`config.mk`:
```
export PLATFORM = sky130hd
export DESIGN_NAME = cache_writeback_buffer
export DESIGN_NICKNAME = d
export VERILOG_FILES = /design/src/rtl/cache_types.sv /design/src/rtl/wb_entry_reg.sv /design/src/rtl/cache_writeback_buffer.sv
export SDC_FILE = /design/constraint.sdc
export NUM_CORES = 1
export LEC_CHECK = 0
export ABC_AREA = 1
export BUFFER_PORTS_ARGS = -buffer_cell sky130_fd_sc_hd__clkbuf_2
export CAP_MARGIN = 15
export CORE_AREA = 2 2 427 429
export CTS_CLUSTER_DIAMETER = 100
export CTS_CLUSTER_SIZE = 24
export DETAILED_ROUTE_END_ITERATION = 10
export DIE_AREA = 0 0 429 431
export GPL_ROUTABILITY_DRIVEN = 0
export GPL_TIMING_DRIVEN = 0
export PLACE_DENSITY = 0.45
export RECOVER_POWER = 100
export SYNTH_ARGS = -nofsm -noshare
export SYNTH_HDL_FRONTEND = slang
export SYNTH_SLANG_ARGS = --single-unit
```
`constraint.sdc`:
```
create_clock -name clk -period 20.3 [get_ports clk]
set_clock_uncertainty 0.1 [all_clocks]
set_input_delay 2.03 -clock clk [delete_from_list [all_inputs] [get_ports clk]]
set_output_delay 2.03 -clock clk [all_outputs]
set_load 0.03 [all_outputs]
```
`src/rtl/cache_types.sv`:
```
// Shared types for the cache write-back (victim) buffer.
package cache_types;

  localparam int unsigned PKG_ADDR_WIDTH  = 32;
  localparam int unsigned PKG_LINE_WIDTH  = 256;
  localparam int unsigned PKG_OFFSET_BITS = 5;

  typedef enum logic [1:0] {
    IDLE,
    RD,
    WB,
    RESP
  } wb_state_t;

  typedef logic [PKG_LINE_WIDTH-1:0] line_t;
  typedef logic [PKG_ADDR_WIDTH-1:0] addr_t;

  // Byte address -> line address: clears the in-line offset bits.
  function automatic addr_t line_addr(input addr_t addr, input int unsigned offset_bits);
    return addr & ~addr_t'((64'd1 << offset_bits) - 64'd1);
  endfunction

endpackage

```
`src/rtl/wb_entry_reg.sv`:
```
// Single victim-buffer entry: valid flag, line address, line data and the
// hit comparator used for read forwarding.
module wb_entry_reg
  import cache_types::*;
(
  input  logic  clk,
  input  logic  rst,
  input  logic  load_i,
  input  logic  clear_i,
  input  addr_t load_addr_i,
  input  line_t load_data_i,
  input  addr_t match_addr_i,
  output logic  valid_o,
  output addr_t addr_o,
  output line_t data_o,
  output logic  match_o
);

  logic  valid_q;
  addr_t addr_q;
  line_t data_q;

  // Valid flag and tag: a reset discards whatever line was held.
  always_ff @(posedge clk or posedge rst) begin
    // NOTE: sequential state uses non-blocking assignments so every register samples pre-edge values.
    if (rst) begin
      valid_q <= 1'b0;
      addr_q  <= '0;
    end else if (clear_i) begin
      valid_q <= 1'b0;
    end else if (load_i) begin
      valid_q <= 1'b1;
      addr_q  <= load_addr_i;
    end
  end

  // Line payload; qualified by valid_q everywhere it is consumed.
  always_ff @(posedge clk) begin
    // NOTE: the wide data register is deliberately not reset; valid_q alone decides if it means anything.
    if (load_i) data_q <= load_data_i;
  end

  assign valid_o = valid_q;
  assign addr_o  = addr_q;
  assign data_o  = data_q;
  // Both sides carry zeroed offsets, so full equality is a line match.
  assign match_o = valid_q && (addr_q == match_addr_i);

endmodule

```
`src/rtl/cache_writeback_buffer.sv`:
```
// Write-back buffer between the cache's memory port and physical memory.
// Holds one evicted line so a fill can go first, forwards it to read hits,
// and drains it after an idle period or when a second eviction arrives.
module cache_writeback_buffer
  import cache_types::*;
#(
  parameter int unsigned ADDR_WIDTH  = PKG_ADDR_WIDTH,
  parameter int unsigned LINE_WIDTH  = PKG_LINE_WIDTH,
  parameter int unsigned OFFSET_BITS = PKG_OFFSET_BITS,
  parameter int unsigned DRAIN_DELAY = 4
) (
  input  logic                  clk,
  input  logic                  rst,
  input  logic                  pmem_read,
  input  logic                  pmem_write,
  input  logic [ADDR_WIDTH-1:0] pmem_address,
  input  logic [LINE_WIDTH-1:0] pmem_wdata,
  output logic [LINE_WIDTH-1:0] pmem_rdata,
  output logic                  pmem_resp,
  output logic                  phys_read,
  output logic                  phys_write,
  output logic [ADDR_WIDTH-1:0] phys_address,
  output logic [LINE_WIDTH-1:0] phys_wdata,
  input  logic [LINE_WIDTH-1:0] phys_rdata,
  input  logic                  phys_resp
);

  wb_state_t             state_q;
  logic [3:0]            idle_cnt_q;
  logic [LINE_WIDTH-1:0] pmem_rdata_q;
  logic                  pmem_resp_q;
  logic                  phys_read_q;
  logic                  phys_write_q;
  logic [ADDR_WIDTH-1:0] phys_address_q;
  logic [LINE_WIDTH-1:0] phys_wdata_q;

  logic  buf_valid;
  logic  buf_match;
  addr_t buf_addr;
  line_t buf_data;
  logic  buf_load;
  logic  buf_clear;
  addr_t req_line_addr;

  assign req_line_addr = line_addr(pmem_address, OFFSET_BITS);

  wb_entry_reg u_entry (
    .clk          (clk),
    .rst          (rst),
    .load_i       (buf_load),
    .clear_i      (buf_clear),
    .load_addr_i  (req_line_addr),
    .load_data_i  (pmem_wdata),
    .match_addr_i (req_line_addr),
    .valid_o      (buf_valid),
    .addr_o       (buf_addr),
    .data_o       (buf_data),
    .match_o      (buf_match)
  );

  // Entry load on an accepted eviction, clear when the drain completes.
  always_comb begin
    // NOTE: both strobes get a default before any condition, so no latch can be inferred.
    buf_load  = 1'b0;
    buf_clear = 1'b0;
    if (state_q == IDLE && pmem_write && !pmem_read && !buf_valid) buf_load = 1'b1;
    if (state_q == WB && phys_resp) buf_clear = 1'b1;
  end

  // Control FSM, idle counter and all registered outputs.
  always_ff @(posedge clk or posedge rst) begin
    if (rst) begin
      state_q        <= IDLE;
      idle_cnt_q     <= '0;
      pmem_rdata_q   <= '0;
      pmem_resp_q    <= 1'b0;
      phys_read_q    <= 1'b0;
      phys_write_q   <= 1'b0;
      phys_address_q <= '0;
      phys_wdata_q   <= '0;
    end else begin
      case (state_q)
        IDLE: begin
          if (pmem_read && buf_match) begin
            pmem_rdata_q <= buf_data;
            pmem_resp_q  <= 1'b1;
            idle_cnt_q   <= '0;
            state_q      <= RESP;
          end else if (pmem_read) begin
            phys_read_q    <= 1'b1;
            phys_address_q <= req_line_addr;
            idle_cnt_q     <= '0;
            state_q        <= RD;
          end else if (pmem_write && !buf_valid) begin
            pmem_resp_q <= 1'b1;
            idle_cnt_q  <= '0;
            state_q     <= RESP;
          end else if (pmem_write ||
                       (buf_valid && idle_cnt_q == 4'(DRAIN_DELAY - 1))) begin
            // Forced drain (second eviction) or opportunistic drain.
            phys_write_q   <= 1'b1;
            phys_address_q <= buf_addr;
            phys_wdata_q   <= buf_data;
            idle_cnt_q     <= '0;
            state_q        <= WB;
          end else if (!buf_valid) begin
            idle_cnt_q <= '0;
          end else if (idle_cnt_q != 4'hF) begin
            idle_cnt_q <= idle_cnt_q + 4'd1;
          end
        end
        RD: begin
          if (phys_resp) begin
            phys_read_q    <= 1'b0;
            phys_address_q <= '0;
            pmem_rdata_q   <= phys_rdata;
            pmem_resp_q    <= 1'b1;
            state_q        <= RESP;
          end
        end
        WB: begin
          if (phys_resp) begin
            phys_write_q   <= 1'b0;
            phys_address_q <= '0;
            phys_wdata_q   <= '0;
            state_q        <= IDLE;
          end
        end
        RESP: begin
          pmem_resp_q <= 1'b0;
          state_q     <= IDLE;
        end
        default: state_q <= IDLE;
      endcase
    end
  end

  assign pmem_rdata   = pmem_rdata_q;
  assign pmem_resp    = pmem_resp_q;
  assign phys_read    = phys_read_q;
  assign phys_write   = phys_write_q;
  assign phys_address = phys_address_q;
  assign phys_wdata   = phys_wdata_q;

endmodule

```
==> out/summary.json, run 1 <==
{
  "run_status": {"value": "complete, but fails checks"},
  "violations_in_the_final_reports": {"value": "max-capacitance violations, max-slew violations"},
  "yosysMostFrequentCell": {"value": "sky130_fd_sc_hd__nand2_1"},
  "design_area": {"value": 42800, "unit": "sq um"},
  "top_level_ports": {"value": 1096},
  "layout_setup_ws": {"value": 10.24, "unit": "ns"},
  "synth.largest_area_cell": {"value": "sky130_fd_sc_hd__dfrtp_1"},
  "worstReg2RegStart": {"value": "state_q[1]"},
  "worst_skew_pair.late_latency": {"value": 0.71, "unit": "ns"},
  "final.period_utilization": {"value": 49.6, "unit": "%"},
  "final_nets": {"value": 4993},
  "multi_input_comb_area": {"value": 7930, "unit": "sq um"},
  "critical_path.reg2reg.endpoint": {"value": "u_entry.data_o[131]"},
  "setup-tns-final": {"value": 0, "unit": "ns"},
  "drt-total-wl": {"value": 168000, "unit": "um"},
  "reg2reg_slack": {"value": 11.18, "unit": "ns"},
  "synth_area": {"value": 33500, "unit": "sq um"},
  "cts.path.max_buffers": {"value": 3},
  "buffer_ports.inserted": {"value": 1084},
  "p_leak": {"value": 0.0196, "unit": "uW"},
  "synth_area_per_cell": {"value": 10.2, "unit": "sq um"},
  "final-hold-violation-count": {"value": 0},
  "cts_root_buffer": {"value": "sky130_fd_sc_hd__clkbuf_16"},
  "grt_antenna_before_repair": {"value": 58},
  "crit_path_start_kind": {"value": "input pin"},
  "critical_path_class": {"value": "input pin to asynchronous set/reset pin"},
  "timing.critical_path.fanout_max": {"value": 107},
  "async_reset_ff_share": {"value": 69.2, "unit": "%"},
  "avgRoutedWirePerCell": {"value": 24.5, "unit": "um"},
  "postSynthCellCount": {"value": 3287},
  "placed_cell_area": {"value": 42200, "unit": "sq um"},
  "post_drt_via_cell_ratio": {"value": 4.17},
  "start_util": {"value": 18.6, "unit": "%"},
  "dieWidth": {"value": 429, "unit": "um"},
  "final-seq-area": {"value": 22100, "unit": "sq um"},
  "std_cell_rows": {"value": 156},
  "finalMaxSlewViolations": {"value": 510},
  "grt_usage": {"value": 17.6, "unit": "%"},
  "reg2reg_depth": {"value": 8},
  "timing.hold.worst.class": {"value": "flop to flop"},
  "setup_violations": {"value": 0},
  "synth.distinct_cells": {"value": 40},
  "hold_path_end": {"value": "phys_address[26]"},
  "synth_top_area_share": {"value": 43.0, "unit": "%"},
  "synth-main-ff-cell": {"value": "sky130_fd_sc_hd__dfrtp_1"},
  "remaining_drc_errors": {"value": 0},
  "cts_made_buffers": {"value": 51},
  "synth.top_cells.by_count": {"value": "sky130_fd_sc_hd__nand2_1, sky130_fd_sc_hd__inv_1, sky130_fd_sc_hd__dfrtp_1"},
  "vias": {"value": 28630},
  "cpMaxStageDelayCell": {"value": "sky130_fd_sc_hd__clkbuf_1"},
  "max-slew-margin-rel": {"value": -312, "unit": "%"},
  "drtPass1Iterations": {"value": 5},
  "hold_path.startpoint": {"value": "phys_address[26]"},
  "critPathCaptureType": {"value": "asynchronous set/reset pin"},
  "power-per-cell-area": {"value": 185, "unit": "nW/um^2"},
  "fmaxAchievable": {"value": 99.4, "unit": "MHz"},
  "crit_top_cell": {"value": "sky130_fd_sc_hd__clkbuf_1"},
  "post_route_cells_drive_above_1_share": {"value": 14.8, "unit": "%"},
  "timing.max_cap.violations": {"value": 6},
  "cts_tree": {"value": "built"},
  "grt_pass1_vias": {"value": 28195},
  "pre_cts_slack": {"value": 15.33, "unit": "ns"},
  "area_growth_syn_to_layout": {"value": 27.8, "unit": "%"},
  "timing_worst_slew_pin_value": {"value": 6.18, "unit": "ns"},
  "core_area": {"value": 180000, "unit": "sq um"},
  "worst_hold_depth": {"value": 2},
  "first_iter_violations": {"value": 2395},
  "ys_seq_area_share": {"value": 65.9, "unit": "%"},
  "finalCriticalPeriod": {"value": 10.06, "unit": "ns"},
  "clock_sink_count": {"value": 832},
  "setup_repair_after_global_routing_missed_its_margin": {"value": "false"},
  "arrival_time_of_the_worst_setup_path": {"value": 9.88, "unit": "ns"},
  "fraction_of_the_core_area_covered_by_cells_at_the_end_of_the_flow": {"value": 23.8, "unit": "%"},
  "clk_pin_slew_worst_paths": {"value": 0.10, "unit": "ns"},
  "nFillCells": {"value": 20038},
  "die_height": {"value": 431, "unit": "um"},
  "worst-endpoint-required": {"value": 20.11, "unit": "ns"},
  "ys_seq_elements": {"value": 832},
  "postCtsHoldBufs": {"value": 0},
  "ir_worst_vdd": {"value": 79.9, "unit": "uV"},
  "cts-resized-gates": {"value": 0},
  "grt_max_degree": {"value": 115},
  "timing.critical_path.cells": {"value": "clkbuf_1, inv_8, clkbuf_1, buf_16, clkbuf_1"},
  "place_hpwl": {"value": 133000, "unit": "um"},
  "antenna_violating_nets_post_route": {"value": 0},
  "grt_pass1_wl": {"value": 228000, "unit": "um"},
  "critPathMaxStageDelay": {"value": 4.11, "unit": "ns"},
  "critical_path.n_buffers_inverters": {"value": 5},
  "synth_enable_flop_cells": {"value": 256},
  "cts-htree-levels": {"value": 2},
  "floorplan.die_area": {"value": 185000, "unit": "sq um"},
  "synth.area.top_cells": {"value": "sky130_fd_sc_hd__dfrtp_1, sky130_fd_sc_hd__edfxtp_1, sky130_fd_sc_hd__nand2_1, sky130_fd_sc_hd__inv_1, sky130_fd_sc_hd__o22ai_1"},
  "ys_warn_count": {"value": 0},
  "worst_path_dominant_cell_family": {"value": "buffers and inverters"},
  "grt_overflow": {"value": 0},
  "post-cts-setup-buffer-count": {"value": 0}
}
[cell type report]
type                            count  share of cell area (%)
Buffer                            196                    2.27
Clock inverter                     22                   0.829
Multi-Input combinational cell   1674                    18.5
Timing Repair Buffer             1094                    11.3
Clock buffer                       73                    3.29
Inverter                          589                    5.18
Sequential cell                   832                    51.6
Antenna cell                       22                   0.128
Tap cell                         2370                    6.92
[routing by layer]
layer	global-route usage [%]	routed length, um
met1	21.1	66300
met3	5.83	13900
met5	0	369
met2	28.3	79900
met4	8.39	7940
[report_power, final]
group          total, uW  internal, uW  switching [uW]
combinational       3990           901            3090
clock               1230           523             707
sequential          2700          2350             343
[placed cells by master (no fill, tap or decap), types with 2 or more instances in the layout]
cell type / synthesis / routed
sky130_fd_sc_hd__clkbuf_1: 76 / 731
sky130_fd_sc_hd__nand2_1: 698 / 700
sky130_fd_sc_hd__inv_1: 582 / 580
sky130_fd_sc_hd__dfrtp_1: 576 / 576
sky130_fd_sc_hd__o21ai_0: 319 / 517
sky130_fd_sc_hd__clkbuf_2: 0 / 512
sky130_fd_sc_hd__o22ai_1: 259 / 259
sky130_fd_sc_hd__edfxtp_1: 256 / 256
sky130_fd_sc_hd__nor2_1: 57 / 58
sky130_fd_sc_hd__clkbuf_16: 0 / 53
sky130_fd_sc_hd__nand3_1: 41 / 43
sky130_fd_sc_hd__a211oi_1: 27 / 27
sky130_fd_sc_hd__buf_2: 60 / 26
sky130_fd_sc_hd__o21ai_1: 200 / 25
sky130_fd_sc_hd__buf_6: 47 / 24
sky130_fd_sc_hd__diode_2: 0 / 22
sky130_fd_sc_hd__buf_4: 7 / 6
sky130_fd_sc_hd__ha_1: 6 / 6
sky130_fd_sc_hd__inv_2: 5 / 5
sky130_fd_sc_hd__buf_1: 6 / 5
sky130_fd_sc_hd__inv_8: 0 / 5
sky130_fd_sc_hd__conb_1: 1 / 5
sky130_fd_sc_hd__nand4_1: 4 / 4
sky130_fd_sc_hd__a21oi_1: 4 / 4
sky130_fd_sc_hd__nor3_1: 4 / 4
sky130_fd_sc_hd__o21ai_2: 27 / 4
sky130_fd_sc_hd__clkinv_16: 0 / 4
sky130_fd_sc_hd__xnor2_1: 3 / 3
sky130_fd_sc_hd__inv_16: 0 / 3
sky130_fd_sc_hd__inv_12: 0 / 3
sky130_fd_sc_hd__clkinv_8: 0 / 3
sky130_fd_sc_hd__buf_16: 0 / 3
sky130_fd_sc_hd__a21boi_0: 1 / 2
sky130_fd_sc_hd__clkinv_1: 2 / 2
sky130_fd_sc_hd__a22oi_1: 2 / 2
sky130_fd_sc_hd__clkinv_2: 0 / 2
sky130_fd_sc_hd__buf_8: 0 / 2
[worst reg2reg max path, stage by stage, from the launching register on]
cell and delay [ns]:
sky130_fd_sc_hd__dfrtp_1 0.40, sky130_fd_sc_hd__inv_1 0.14, sky130_fd_sc_hd__ha_1 0.16, sky130_fd_sc_hd__buf_4 0.16, sky130_fd_sc_hd__inv_2 0.07, sky130_fd_sc_hd__nor2_1 0.16, sky130_fd_sc_hd__nand2_1 0.13, sky130_fd_sc_hd__clkinvlp_2 2.50
sky130_fd_sc_hd__clkbuf_1 4.47
[registers in the layout, summed over array words and instances, names as in the netlist]
name	flops
phys_wdata	256
pmem_rdata	256
u_entry.data_o	256
phys_address	27
u_entry.addr_o	27
idle_cnt_q	4
state_q	2
phys_read	1
phys_write	1
pmem_resp	1
u_entry.valid_o	1
[worst max-delay path by stage]
| stage | startpoint | endpoint | slack, ns | cells past startpoint |
|---|---|---|---|---|
| floorplan | rst | idle_cnt_q[0] | 2.06 | 1 |
| global placement | rst | pmem_rdata[227] | -7.60 | 2 |
| detailed placement | pmem_read | phys_wdata[18] | 15.33 | 8 |
| CTS | pmem_read | phys_wdata[22] | 16.13 | 8 |
| global route | rst | phys_wdata[146] | 8.92 | 5 |
| finish | rst | phys_wdata[184] | 10.24 | 5 |
[metrics by stage]
step           instances  hold WS (ns)  power, uW
2_1_floorplan       3291         0.379       5280
3_5_place_dp        6755         0.363       7060
5_1_grt             6867         0.406       8420
3_3_place_gp        6745         0.361       7030
4_1_cts             6850         0.388       8320
6_report            6872         0.384       7920
[kinds of logic (layout without fill, tap and decap cells)]
logic type               after synthesis  count (layout)  share of synthesized area (%)
AO/OA/AOI/OAI                        843             843                           14.1
XOR/XNOR                               4               4                          0.104
adder cells (fa/ha/maj)                6               6                          0.224
buffers and inverters                785            1974                           10.1
flip-flops                           832             832                           65.9
multiplexers                           1               1                         0.0336
other                                  1              27                         0.0112
AND/OR/NAND/NOR                      815             815                           9.46
(Power assumes the default switching activity.)
==> run 2, diff against run 1 <==
--- a/config.mk
+++ b/config.mk
@@ -5,17 +5,17 @@
 export SDC_FILE = /design/constraint.sdc
 export NUM_CORES = 1
 export LEC_CHECK = 0
-export ABC_AREA = 1
+export ABC_AREA = 0
 export BUFFER_PORTS_ARGS = -buffer_cell sky130_fd_sc_hd__clkbuf_2
 export CAP_MARGIN = 15
-export CORE_AREA = 2 2 427 429
+export CORE_AREA = 2 2 423 425
 export CTS_CLUSTER_DIAMETER = 100
 export CTS_CLUSTER_SIZE = 24
 export DETAILED_ROUTE_END_ITERATION = 10
-export DIE_AREA = 0 0 429 431
+export DIE_AREA = 0 0 425 427
 export GPL_ROUTABILITY_DRIVEN = 0
 export GPL_TIMING_DRIVEN = 0
-export PLACE_DENSITY = 0.45
+export PLACE_DENSITY = 0.46
 export RECOVER_POWER = 100
 export SYNTH_ARGS = -nofsm -noshare
 export SYNTH_HDL_FRONTEND = slang
==> constraint.sdc (replaced) <==
create_clock -name clk -period 8.63 [get_ports clk]
set_clock_uncertainty 0.1 [all_clocks]
set_input_delay 0.863 -clock clk [delete_from_list [all_inputs] [get_ports clk]]
set_output_delay 0.863 -clock clk [all_outputs]
set_load 0.03 [all_outputs]
==> out/summary.json, run 2 <==
{
  "die_height": {"value": 427, "unit": "um"},
  "yosysMostFrequentCell": {"value": "sky130_fd_sc_hd__dfrtp_1"},
  "arrival_time_of_the_worst_setup_path": {"value": 6.41, "unit": "ns"},
  "worst-endpoint-required": {"value": 9.11, "unit": "ns"},
  "grt_usage": {"value": 17.5, "unit": "%"},
  "finalCriticalPeriod": {"value": 5.94, "unit": "ns"},
  "floorplan.die_area": {"value": 181000, "unit": "sq um"},
  "sw_frac_of_total": {"value": 50.4, "unit": "%"},
  "final-seq-area": {"value": 22100, "unit": "sq um"},
  "crit_top_cell": {"value": "sky130_fd_sc_hd__clkbuf_1"},
  "post_drt_via_cell_ratio": {"value": 4.14},
  "grt_pass1_vias": {"value": 26036},
  "post_route_cells_drive_above_1_share": {"value": 16.4, "unit": "%"},
  "cts-htree-levels": {"value": 2},
  "ys_seq_elements": {"value": 832},
  "timing_worst_slew_pin_value": {"value": 2.23, "unit": "ns"},
  "clk_pin_slew_worst_paths": {"value": 0.11, "unit": "ns"},
  "non_filler_instance_count_after_layout": {"value": 6369},
  "area_growth_syn_to_layout": {"value": 28.9, "unit": "%"},
  "synth-main-ff-cell": {"value": "sky130_fd_sc_hd__dfrtp_1"},
  "placed_cells_incl_taps": {"value": 6256},
  "final-hold-violation-count": {"value": 0},
  "finalMaxSlewViolations": {"value": 310},
  "violations_in_the_final_reports": {"value": "max-capacitance violations, max-slew violations"},
  "total_internal_power": {"value": 8800, "unit": "uW"},
  "antenna_violating_nets_post_route": {"value": 0},
  "synth.largest_area_cell": {"value": "sky130_fd_sc_hd__dfrtp_1"},
  "max-slew-margin-rel": {"value": -48.8, "unit": "%"},
  "drt-total-wl": {"value": 166000, "unit": "um"},
  "setup_repair_after_global_routing_missed_its_margin": {"value": "false"},
  "cts_tree": {"value": "built"},
  "async_reset_ff_share": {"value": 69.2, "unit": "%"},
  "vias": {"value": 26344},
  "nFillCells": {"value": 19504},
  "grt_max_degree": {"value": 39},
  "worst_skew_pair.late_latency": {"value": 0.67, "unit": "ns"},
  "top_level_ports": {"value": 1096},
  "post-cts-setup-buffer-count": {"value": 0},
  "synth.area.top_cells": {"value": "sky130_fd_sc_hd__dfrtp_1, sky130_fd_sc_hd__edfxtp_1, sky130_fd_sc_hd__mux2i_1, sky130_fd_sc_hd__o21ai_0, sky130_fd_sc_hd__nand2_1"},
  "critical_path.n_buffers_inverters": {"value": 7},
  "synth.top_cells.by_count": {"value": "sky130_fd_sc_hd__dfrtp_1, sky130_fd_sc_hd__nand2_1, sky130_fd_sc_hd__o21ai_0"},
  "ys_warn_count": {"value": 0},
  "power-per-cell-area": {"value": 412, "unit": "nW/um^2"},
  "comb_power_share": {"value": 48.8, "unit": "%"},
  "critPathMaxStageDelay": {"value": 0.82, "unit": "ns"},
  "timing.hold.worst.class": {"value": "input pin to flop"},
  "final_nets": {"value": 4508},
  "synth_area_per_cell": {"value": 12.0, "unit": "sq um"},
  "cts.path.max_buffers": {"value": 3},
  "timing.critical_path.fanout_max": {"value": 10},
  "grt_overflow": {"value": 0},
  "power_frac_seq": {"value": 35.5, "unit": "%"},
  "postCtsHoldBufs": {"value": 0},
  "buffer_ports.inserted": {"value": 1084},
  "clock_sink_count": {"value": 832},
  "cts-resized-gates": {"value": 0},
  "synth_top_area_share": {"value": 43.2, "unit": "%"},
  "place_hpwl": {"value": 135000, "unit": "um"},
  "start_util": {"value": 18.8, "unit": "%"},
  "run_status": {"value": "complete, but fails checks"},
  "critPathCaptureType": {"value": "flop"},
  "setup_violations": {"value": 0},
  "grt_pass1_wl": {"value": 221000, "unit": "um"},
  "power.switching": {"value": 8950, "unit": "uW"},
  "std_cell_rows": {"value": 155},
  "clock_power_share": {"value": 15.7, "unit": "%"},
  "fmaxAchievable": {"value": 168, "unit": "MHz"},
  "cpMaxStageDelayCell": {"value": "sky130_fd_sc_hd__clkbuf_1"},
  "remaining_drc_errors": {"value": 0},
  "cts_root_buffer": {"value": "sky130_fd_sc_hd__clkbuf_16"},
  "crit_path_start_kind": {"value": "flop"},
  "synth_area": {"value": 33400, "unit": "sq um"},
  "timing.max_cap.violations": {"value": 12},
  "timing.critical_path.cells": {"value": "inv_1, ha_1, clkbuf_1, nand2_1, a21oi_1, and4_1, a21oi_1, clkbuf_1, clkbuf_1, clkbuf_1, clkbuf_1, clkbuf_1, nand2_1, o21ai_0"},
  "dieWidth": {"value": 425, "unit": "um"},
  "synth.distinct_cells": {"value": 40},
  "core_area": {"value": 177000, "unit": "sq um"},
  "fraction_of_the_core_area_covered_by_cells_at_the_end_of_the_flow": {"value": 24.3, "unit": "%"},
  "ir_worst_vdd": {"value": 200, "unit": "uV"},
  "critical_path_class": {"value": "flop to flop"},
  "cts_made_buffers": {"value": 49},
  "layout.cells.most_common_list": {"value": "sky130_fd_sc_hd__clkbuf_1, sky130_fd_sc_hd__dfrtp_1, sky130_fd_sc_hd__nand2_1, sky130_fd_sc_hd__o21ai_0, sky130_fd_sc_hd__clkbuf_2"},
  "postSynthCellCount": {"value": 2777},
  "avgRoutedWirePerCell": {"value": 26.0, "unit": "um"},
  "p_leak": {"value": 0.0181, "unit": "uW"},
  "first_iter_violations": {"value": 1773},
  "worst_path_dominant_cell_family": {"value": "buffers and inverters"},
  "synth_enable_flop_cells": {"value": 256},
  "ys_seq_area_share": {"value": 66.2, "unit": "%"},
  "final_common_cell": {"value": "sky130_fd_sc_hd__clkbuf_1"},
  "multi_input_comb_area": {"value": 10400, "unit": "sq um"},
  "p_total": {"value": 17700, "unit": "uW"},
  "drtPass1Iterations": {"value": 5},
  "grt_antenna_before_repair": {"value": 58},
  "final.period_utilization": {"value": 68.8, "unit": "%"}
}
## run 2: power by group through the flow
stage          clock [uW]  sequential [uW]  combinational, uW
2_1_floorplan           0             8440               3270
3_3_place_gp            0             6400               9130
3_5_place_dp            0             6380               9280
4_1_cts              2900             6310               9290
5_1_grt              3030             6450               9300
6_report             2780             6310               8660
## run 2: metal layers
layer	GRT usage (%)	up-vias	wire, um
met2	30.1	890	82800
li1	-	11835	-
met3	4.95	234	11900
met4	5.22	42	5170
met5	0	-	243
met1	21.2	13343	65700
## run 2: final cells by class
cell class	count	area share, %
Sequential cell	832	51.3
Buffer	188	1.71
Antenna cell	21	0.122
Clock inverter	19	0.750
Timing Repair Buffer	1121	12.0
Clock buffer	72	3.10
Tap cell	2355	6.84
Multi-Input combinational cell	1752	24.1
Inverter	9	0.0813
## run 2: metrics by stage
step | worst slack [ns] | cell area (sq um) | setup TNS, ns | hold WS [ns]
after floorplan | -0.181 | 33400 | -103.98 | 0.367
after global placement | -5.34 | 41800 | -3219.53 | 0.361
after detailed placement | 3.54 | 42500 | 0 | 0.369
after CTS | 3.78 | 44100 | 0 | 0.130
after global routing | 2.13 | 43000 | 0 | 0.174
final | 2.69 | 43100 | 0 | 0.237
## run 2: cell families after synthesis
kind of cell             count (synthesis)  share of synthesized area [%]
AND/OR/NAND/NOR                        837                           11.5
flip-flops                             832                           66.2
AO/OA/AOI/OAI                          538                           8.16
multiplexers                           339                           10.6
buffers and inverters                  197                           2.63
XOR/XNOR                                27                          0.708
adder cells (fa/ha/maj)                  6                          0.225
other                                    1                         0.0112
## run 2: path summary, 6_finish.rpt
check / from / endpoint / slack, ns / depth (start not counted)
hold reg to reg: phys_wdata[230] / phys_wdata[230] / 0.38 / 2
setup reg to reg: state_q[1] / pmem_rdata[227] / 2.69 / 14
setup / recovery: state_q[1] / pmem_rdata[227] / 2.69 / 14
max in group asynchronous: rst / pmem_rdata[161] / 3.17 / 5
hold / removal: pmem_wdata[238] / u_entry.data_o[238] / 0.24 / 1
min in group asynchronous: rst / pmem_rdata[138] / 0.37 / 2
